<file path="src/rtl/vortex_video_scan_if.sv">
// vortex_video_scan_if: video RAM fetch port between the scan generator and the RAM arbiter
//   Ram_Addr  registered bitmap fetch address (scan -> RAM)
//   Vid_Req   scan requests the RAM port       (scan -> arbiter)
//   Vid_Gnt   arbiter grant of the RAM port    (arbiter -> scan)
//   Ram_out   read data, one Clock after Ram_Addr is stable (RAM -> scan)
interface vortex_video_scan_if;
  logic [15:0] Ram_Addr;
  logic        Vid_Req;
  logic        Vid_Gnt;
  logic [7:0]  Ram_out;
  modport master (output Ram_Addr, Vid_Req, input Vid_Gnt, Ram_out);
  modport slave  (input Ram_Addr, Vid_Req, output Vid_Gnt, Ram_out);
endinterface

</file>
<file path="src/rtl/vortex_video_scan.sv">
// vortex_video_scan: monochrome raster timing, bitmap fetch and pixel shifter
//   Clock, Rst_n      system clock, asynchronous active-low reset
//   Pix_Ce            pixel clock enable
//   ram               fetch port (Ram_Addr, Vid_Req out; Vid_Gnt, Ram_out in)
//   Pixel             blank-gated pixel, bit 0 of each byte is leftmost
//   HBlank..VSync     active-high timing strobes
//   Int_Mid, Int_Vbl  one-Clock pulses as VCnt enters 96 / 224
//   HCnt, VCnt        beam position
module vortex_video_scan #(
  parameter logic [15:0] VRAM_BASE = 16'h2400,
  parameter int          H_TOTAL   = 320,
  parameter int          V_TOTAL   = 262
) (
  input  logic                       Clock,
  input  logic                       Rst_n,
  input  logic                       Pix_Ce,
  vortex_video_scan_if.master        ram,
  output logic                       Pixel,
  output logic                       HBlank,
  output logic                       VBlank,
  output logic                       HSync,
  output logic                       VSync,
  output logic                       Int_Mid,
  output logic                       Int_Vbl,
  output logic [8:0]                 HCnt,
  output logic [8:0]                 VCnt
);
  typedef enum logic {IDLE, REQ} state_t;
  state_t      state_q, state_d;
  logic [8:0]  hcnt_q, hcnt_d, vcnt_q, vcnt_d;
  logic [7:0]  sh_q, sh_d;
  logic [15:0] addr_q, addr_d;
  logic        gnt_q, gnt_d, int_mid_q, int_mid_d, int_vbl_q, int_vbl_d;
  logic        h_wrap, slot_ok;
  logic [8:0]  v_inc, h_ahead, h_grp, line;
  logic [15:0] fetch_addr;
  // The slot at HCnt[2:0]==5 fetches the group starting three pixels later,
  // so the slot at the last-but-two pixel of a line prefetches group 0 of the next line.
  always_comb begin
    h_wrap     = hcnt_q == 9'(H_TOTAL - 1);
    v_inc      = (vcnt_q == 9'(V_TOTAL - 1)) ? '0 : vcnt_q + 9'd1;
    h_ahead    = hcnt_q + 9'd3;
    h_grp      = (h_ahead >= 9'(H_TOTAL)) ? h_ahead - 9'(H_TOTAL) : h_ahead;
    line       = (hcnt_q == 9'(H_TOTAL - 3)) ? v_inc : vcnt_q;
    slot_ok    = (h_grp < 9'd256) && (line < 9'd224);
    fetch_addr = VRAM_BASE + {2'b0, line, 5'b0} + 16'(h_grp >> 3);
  end
  always_comb begin
    state_d   = state_q;
    hcnt_d    = hcnt_q;
    vcnt_d    = vcnt_q;
    sh_d      = sh_q;
    addr_d    = addr_q;
    int_mid_d = 1'b0;
    int_vbl_d = 1'b0;
    // grant history is tracked every Clock: a byte is good only if granted on both edges
    gnt_d     = (state_q == REQ) && ram.Vid_Gnt;
    if (Pix_Ce) begin
      hcnt_d    = h_wrap ? '0 : hcnt_q + 9'd1;
      vcnt_d    = h_wrap ? v_inc : vcnt_q;
      int_mid_d = h_wrap && (v_inc == 9'd96);
      int_vbl_d = h_wrap && (v_inc == 9'd224);
      if (hcnt_q[2:0] == 3'd5 && slot_ok) begin
        state_d = REQ;
        addr_d  = fetch_addr;
      end
      if (hcnt_q[2:0] == 3'd7) begin
        state_d = IDLE;
        sh_d    = (state_q == REQ && ram.Vid_Gnt && gnt_q) ? ram.Ram_out : 8'h00;
      end else begin
        sh_d    = {1'b0, sh_q[7:1]};
      end
    end
  end
  always_ff @(posedge Clock or negedge Rst_n) begin
    if (!Rst_n) begin
      state_q   <= IDLE;
      hcnt_q    <= '0;
      vcnt_q    <= '0;
      sh_q      <= '0;
      addr_q    <= VRAM_BASE;
      gnt_q     <= 1'b0;
      int_mid_q <= 1'b0;
      int_vbl_q <= 1'b0;
    end else begin
      state_q   <= state_d;
      hcnt_q    <= hcnt_d;
      vcnt_q    <= vcnt_d;
      sh_q      <= sh_d;
      addr_q    <= addr_d;
      gnt_q     <= gnt_d;
      int_mid_q <= int_mid_d;
      int_vbl_q <= int_vbl_d;
    end
  end
  assign ram.Ram_Addr = addr_q;
  assign ram.Vid_Req  = state_q == REQ;
  assign HCnt         = hcnt_q;
  assign VCnt         = vcnt_q;
  assign HBlank       = hcnt_q >= 9'd256;
  assign VBlank       = vcnt_q >= 9'd224;
  assign HSync        = (hcnt_q >= 9'd272) && (hcnt_q <= 9'd303);
  assign VSync        = (vcnt_q >= 9'd236) && (vcnt_q <= 9'd239);
  assign Pixel        = sh_q[0] & ~(HBlank | VBlank);
  assign Int_Mid      = int_mid_q;
  assign Int_Vbl      = int_vbl_q;
endmodule

</file>
<file path="src/flat_wrapper.sv">
// flat-port wrapper written by rule: the top's interface ports become plain ports
module vortex_video_scan_flat 
#(
  parameter logic [15:0] VRAM_BASE = 16'h2400,
  parameter int          H_TOTAL   = 320,
  parameter int          V_TOTAL   = 262
)
  (Clock, Rst_n, Pix_Ce, Pixel, HBlank, VBlank, HSync, VSync, Int_Mid, Int_Vbl, HCnt, VCnt, ram_Ram_Addr, ram_Vid_Req, ram_Vid_Gnt, ram_Ram_out);
  vortex_video_scan_if ram_i ();
  input  logic Clock;
  input  logic Rst_n;
  input  logic Pix_Ce;
  output logic Pixel;
  output logic HBlank;
  output logic VBlank;
  output logic HSync;
  output logic VSync;
  output logic Int_Mid;
  output logic Int_Vbl;
  output logic [8:0] HCnt;
  output logic [8:0] VCnt;
  output wire logic [$bits(ram_i.Ram_Addr)-1:0] ram_Ram_Addr;
  output wire logic [$bits(ram_i.Vid_Req)-1:0] ram_Vid_Req;
  input wire logic [$bits(ram_i.Vid_Gnt)-1:0] ram_Vid_Gnt;
  input wire logic [$bits(ram_i.Ram_out)-1:0] ram_Ram_out;
  assign ram_Ram_Addr = ram_i.Ram_Addr;
  assign ram_Vid_Req = ram_i.Vid_Req;
  assign ram_i.Vid_Gnt = ram_Vid_Gnt;
  assign ram_i.Ram_out = ram_Ram_out;
  vortex_video_scan #(.VRAM_BASE(VRAM_BASE), .H_TOTAL(H_TOTAL), .V_TOTAL(V_TOTAL)) u_core (.Clock(Clock), .Rst_n(Rst_n), .Pix_Ce(Pix_Ce), .ram(ram_i), .Pixel(Pixel), .HBlank(HBlank), .VBlank(VBlank), .HSync(HSync), .VSync(VSync), .Int_Mid(Int_Mid), .Int_Vbl(Int_Vbl), .HCnt(HCnt), .VCnt(VCnt));
endmodule
</file>
<file path="config.mk">
export PLATFORM = sky130hd
export DESIGN_NAME = vortex_video_scan_flat
export DESIGN_NICKNAME = d
export VERILOG_FILES = /design/src/rtl/vortex_video_scan_if.sv /design/src/rtl/vortex_video_scan.sv /design/src/flat_wrapper.sv
export SDC_FILE = /design/constraint.sdc
export NUM_CORES = 1
export LEC_CHECK = 0
export BUFFER_PORTS_ARGS = -buffer_cell sky130_fd_sc_hd__buf_4
export CAP_MARGIN = 20
export CORE_MARGIN = 5
export CORE_UTILIZATION = 28
export DETAILED_ROUTE_END_ITERATION = 10
export PLACE_DENSITY_LB_ADDON = 0.2
export SETUP_SLACK_MARGIN = 0.3
export SLEW_MARGIN = 10
export SYNTH_ARGS = -nofsm -noshare
export SYNTH_HDL_FRONTEND = slang
export SYNTH_SLANG_ARGS = --single-unit
export TNS_END_PERCENT = 50
</file>
<file path="constraint.sdc">
create_clock -name Clock -period 4.2 [get_ports Clock]
set_input_delay 0.42 -clock Clock [delete_from_list [all_inputs] [get_ports Clock]]
set_output_delay 0.42 -clock Clock [all_outputs]
set_load 0.1 [all_outputs]
</file>
After elaboration in Yosys (flattened, before gate mapping)
Index checks and enable logic that the tools add are counted.

operators by class
  bitwise gates (word level) = 3
  reduce and logical (&&, ||, !) cells = 12
  $lt $le $gt $ge = 9
  muxes and demuxes = 10
  equality and inequality tests = 7
  $add $sub $neg = 6

operators by type and width
  kind                                                                          number
  9-bit two-way mux                                                             4
  9-bit == test, second input constant                                          3
  9-bit >= comparator, second input constant                                    3
  9-bit by 1-bit adder with 9-bit output, second input constant                 2
  9-bit by 8-bit >= comparator with 1-bit output, second input constant         2
  16-bit by 6-bit adder with 16-bit output                                      1
  8-bit two-way mux                                                             2
  14-bit by 14-bit adder with 15-bit output, first input constant               1
  9-bit by 2-bit adder with 9-bit output, second input constant                 1
  9-bit by 7-bit == test with 1-bit output, second input constant               1
  9-bit by 8-bit == test with 1-bit output, second input constant               1
  9-bit by 8-bit <= comparator with 1-bit output, second input constant         1
  9-bit <= comparator, second input constant                                    1
  9-bit by 8-bit less-than comparator with 1-bit output, second input constant  1
  9-bit less-than comparator, second input constant                             1
  9-bit subtractor, second input constant                                       1
  1-bit logical AND                                                             8
  3-bit == test, second input constant                                          2
  2-bit AND reduction                                                           3
  1-bit two-way mux                                                             4
  2-bit nonzero test                                                            1
  1-bit AND                                                                     1
  1-bit inverter                                                                1
  1-bit OR                                                                      1

word-level totals
  input bits = 12
  bits in registers = 46
  output and inout bits = 42

Logic depth before layout (Yosys ltp)
  depth in word-level cells = 8
  mapped depth = 17

Worst setup path before layout
OpenSTA, ideal clock, no wires.

  path kind = register -> output
  from = reg u_core.vcnt_q[7] (netlist: u_core.VCnt[7])
  to = out Pixel
  path buffers = 1
  stages on the path, launching flop included = 5
  path slack = -0.439 ns
  data arrival time = 4.219 ns
  cell sequence = dfrtp_1 -> clkbuf_1 -> nand3_1 -> nand2b_1 -> nor3b_1

between the ends
  cells in the longest elaborated chain, start to end = 4

ends and longest elaborated chain
  element                                         line                      text
  start, declared                                 vortex_video_scan.sv:30   logic [8:0] hcnt_q, hcnt_d, vcnt_q, vcnt_d;
  start signal, assigned                          vortex_video_scan.sv:88   vcnt_q <= vcnt_d;
  9-bit by 8-bit >= comparator with 1-bit output  vortex_video_scan.sv:101  assign VBlank = vcnt_q >= 9'd224;
  via VBlank                                      flat_wrapper.sv:15        output logic VBlank;
  1-bit OR                                        vortex_video_scan.sv:104  assign Pixel = sh_q[0] & ~(HBlank | VBlank);
  1-bit inverter                                  vortex_video_scan.sv:104
  1-bit AND                                       vortex_video_scan.sv:104
  end, declared                                   flat_wrapper.sv:13        output logic Pixel;

The timed path passes the listed nets, and every way through them passes these cells.

Final worst setup path
  from = reg u_core.hcnt_q[0] (netlist: u_core.HCnt[0])
  to = reg u_core.addr_q[6] (netlist: u_core.ram.Ram_Addr[6])

between the ends
  cells in the longest elaborated chain, start to end = 7
  elaborated cells on any way between the ends = 14
  those cells by class = 4 x add/sub; 3 x order compare; 2 x eq/ne; 2 x mux; 3 x reduce/logical

ends and longest elaborated chain
  element                                                         line                     text
  start, declared                                                 vortex_video_scan.sv:30
  start signal, assigned                                          vortex_video_scan.sv:87  hcnt_q <= hcnt_d;
  9-bit by 2-bit adder with 9-bit output                          vortex_video_scan.sv:42  h_ahead = hcnt_q + 9'd3;
  9-bit subtractor / 9-bit >= comparator (equally long branches)  vortex_video_scan.sv:43  h_grp = (h_ahead >= 9'(H_TOTAL)) ? h_ahead - 9'(H_TOTAL) : h_ahead;
  9-bit two-way mux                                               vortex_video_scan.sv:43
  9-bit less-than comparator                                      vortex_video_scan.sv:45  slot_ok = (h_grp < 9'd256) && (line < 9'd224);
  1-bit logical AND                                               vortex_video_scan.sv:45
  1-bit logical AND                                               vortex_video_scan.sv:63  if (hcnt_q[2:0] == 3'd5 && slot_ok) begin
  2-bit AND reduction (no source line)                            -
  end signal, assigned                                            vortex_video_scan.sv:90  addr_q <= addr_d;
  end, declared                                                   vortex_video_scan.sv:32  logic [15:0] addr_q, addr_d;

Parallel ways exist; a longest one is shown, timed or not.
A chain may end at the register's enable or synchronous reset.

==> impl_metrics.yaml <==
pwr:
  peakVddDrop_v: 0.000394
  p_leak_nw: 1.56
  p_per_area_nw_per_um2: 603
  power_mw: 2.13
synth:
  synth_compound_area_share_pct: 14.8
  ys_types: 58
  syn_area_per_cell_um2: 9.01
  synth_edf_count: 0
  ys_seq_area_share_pct: 39.2
  ys_warn_count: 0
  synthAdderAreaFrac_pct: 5.94
  synthSimpleGateAreaFrac_pct: 23.9
  synth_xor_area_share_pct: 7.13
  ys_async_sr_fraction_pct: 100
  synth_ff_type: "dfrtp_1"
  ys_ff_latch: 46
  syn_inst: 327
  netlist_area_um2: 2950
  synth_top_family_by_area: "simple AND/OR/NAND/NOR gates"
  synthMuxAreaShare_pct: 3.69
  syn-num-nets: 353
critical_path:
  cp.required_ns: 4.39
  r2r_slack_ns: 0.69
  reg2regPathDepth: 13
  path_delay_family: "compound AO/OA/AOI/OAI gates"
  worstSetupEndpointType: "register"
  max_stage_delay_ns: 0.57
  worstPathArrival_ns: 3.70
  timing_worst_setup_path_type: "register to register"
  crit_path_start_kind: "register"
  cp_num_buf_inv: 2
  r2r_end: "u_core.ram.Ram_Addr[6]"
  crit_path_cell_trace: "inv_1, ha_1, nand3b_4, nor2_1, xnor2_1, inv_1, ha_1, nand2_1, nor4b_1, o32ai_1, a31oi_1, o221a_2, mux2_2"
  slowest_stage: "o221a_2"
  crit_fanout: 25
  timing.rr.start: "u_core.HCnt[0]"
die:
  die_h_um: 113
  coreArea_um2: 10300
  start_util_pct: 28.7
  die_area_um2: 12700
  rows: 37
  fp.dieW_um: 113
  pin_count: 54
cts:
  cts-root-buf: "clkbuf_8"
  clock_sinks: 46
  path_clk_slew_ns: 0.11
  cts_tree: "yes"
  htree_levels: 2
  cts_buffers: 5
  postCtsSetupRepairBufs: 0
  clk_latency_ns: 0.31
  clk_path_buf_depth: 2
cells_and_area:
  stdcell_area_um2: 3530
  num_antenna_cells: 0
  stdcell_count: 505
  syn2layout_area_growth_pct: 19.9
  drive_gt1_share_pct: 21.7
  nets: 394
grt:
  grt_busiest_layer: "met2"
  use_met3_pct: 2.59
  antenna_found_initial: 0
  use_met2_pct: 19.1
  use_met1_pct: 16.2
  grt_max_degree: 47
  grt_pass1_wl_um: 12400
  globalRouteTotalUtil_pct: 11.8
  gr-total-overflow: 0
  grt_pass1_vias: 2447
routing:
  drtAntennaViolNets: 0
  drt-initial-drc-count: 104
  vias: 2476
  first_pass_iters: 4
  drcViolationCount: 0
  avgRoutedWirePerCell_um: 14.7
  viasPerCell: 4.90
  wirelength_um: 7410
placed_design:
  port_buffers: 53
  placed_area_um2: 3420
  globalplace.congestion: 0.819
  dp_hpwl_um: 5490
  placed_cells: 497
sta:
  maxSlewViolCount: 0
  setup_violations: 0
  rsz0062_at_grt: "yes"
  tightestPinTransition_ns: 0.599
  fin_skew_ns: 0.0170
  slew_headroom_pct: 60.1
  fin_crit_sh_pct: 83.6
  timing.fmax_mhz: 285
  period_minus_slack_ns: 3.51
  finalHoldViolCount: 0
  tns_ns: 0
  whs_ns: 0.106
run:
  max_cap_viol_count: 0
status:
  status: "completed"
min_path:
  hold_path.class: "primary input to asynchronous set/reset pin"
[sequential cells by signal, indices dropped and copies added (netlist names)]
register and cells:
u_core.sh_q 8, u_core.ram.Vid_Req 1, u_core.VCnt 9, u_core.Int_Vbl 1, u_core.Int_Mid 1, u_core.gnt_q 1, u_core.ram.Ram_Addr 16, u_core.HCnt 9
[worst register-to-register path: stages, from the launching register on]
cell      delay (ns)
dfrtp_1         0.54
inv_1           0.14
ha_1            0.26
nand3b_4        0.20
nor2_1          0.14
xnor2_1         0.15
inv_1           0.10
ha_1            0.14
nand2_1         0.08
nor4b_1         0.29
o32ai_1         0.14
a31oi_1         0.25
o221a_2         0.57
mux2_2          0.39
[report_power, final]
| part | switching (mW) | internal (mW) | leakage [nW] |
|---|---|---|---|
| sequential | 0.110 | 0.548 | 0.562 |
| combinational | 0.857 | 0.269 | 0.945 |
| clock | 0.169 | 0.179 | 0.0585 |
| total | 1.14 | 0.997 | 1.56 |
[how the worst max path moves through the flow]
stage / start / endpoint / slack [ns] / cells after the start
after global placement: u_core.HCnt[0] / u_core.ram.Ram_Addr[5] / 0.83 / 13
after floorplan: u_core.HCnt[0] / u_core.ram.Ram_Addr[7] / 0.43 / 16
after detailed placement: u_core.HCnt[0] / u_core.ram.Ram_Addr[8] / 0.70 / 13
after global routing: u_core.HCnt[0] / u_core.ram.Ram_Addr[6] / 0.30 / 13
final: u_core.HCnt[0] / u_core.ram.Ram_Addr[6] / 0.69 / 13
after CTS: u_core.HCnt[0] / u_core.ram.Ram_Addr[6] / 0.67 / 13
[per-layer routing]
layer / share of wire (%) / routed length [um]
met1: 46 / 3450
met2: 47 / 3480
met3: 5.9 / 441
met4: 0.65 / 48
met5: 0 / 0
[layout make-up]
| cell class | count | area [um^2] |
|---|---|---|
| fill | 1122 | 6740 |
| multi-input combinational | 247 | 1640 |
| sequential | 46 | 1150 |
| timing repair buffer | 54 | 405 |
| tap | 136 | 170 |
| clock buffer | 5 | 68.8 |
| inverter | 14 | 52.6 |
| clock inverter | 3 | 43.8 |
[cells in the mapped netlist, types with 4 or more instances]
library cell | instances | share of area, %
dfrtp_1 | 44 | 37
nor2_1 | 31 | 3.9
a21oi_1 | 27 | 4.6
nand2_1 | 25 | 3.2
o21ai_0 | 19 | 3.2
ha_1 | 14 | 5.9
inv_1 | 14 | 1.8
nand3_1 | 14 | 2.4
xnor2_1 | 14 | 4.2
clkbuf_1 | 11 | 1.4
nor2b_1 | 10 | 2.1
xor2_1 | 10 | 3.0
nor3_1 | 8 | 1.4
and2_1 | 5 | 1.1
and3_1 | 5 | 1.1
mux2_2 | 5 | 1.9
nand2b_1 | 5 | 1.1
nand4_1 | 4 | 0.85
[logic make-up after synthesis]
logic type / Yosys count
muxes: 10
adders and majority gates: 14
xor gates and xnor gates: 24
and+or+nand+nor: 128
DFF: 46
buffers and inverters: 34
AOI/OAI and AO/OA: 71
[through the flow]
step,util [%],setup WS [ns]
after global placement,33.3,0.828
after floorplan,-,0.429
after global routing,34.4,0.299
after CTS,34.4,0.671
after detailed placement,33.3,0.704
final,34.4,0.688
[repair_timing]
item / CTS / global route
gates resized for setup: 0 / 0
hold buffers: 0 / 0
setup endpoints to repair: 0 / 1
[layout by cell type, fill, tap and decap left out, types with 8 or more instances in the layout]
master,count
nand2_1,25
buf_4,54
xnor2_1,14
nor3_1,8
nor2_1,31
nand3_1,14
xor2_1,10
inv_1,14
o21ai_0,19
dfrtp_1,44
ha_1,14
a21oi_1,27
nor2b_1,10
Note: power is estimated with default switching activity, not from simulation.
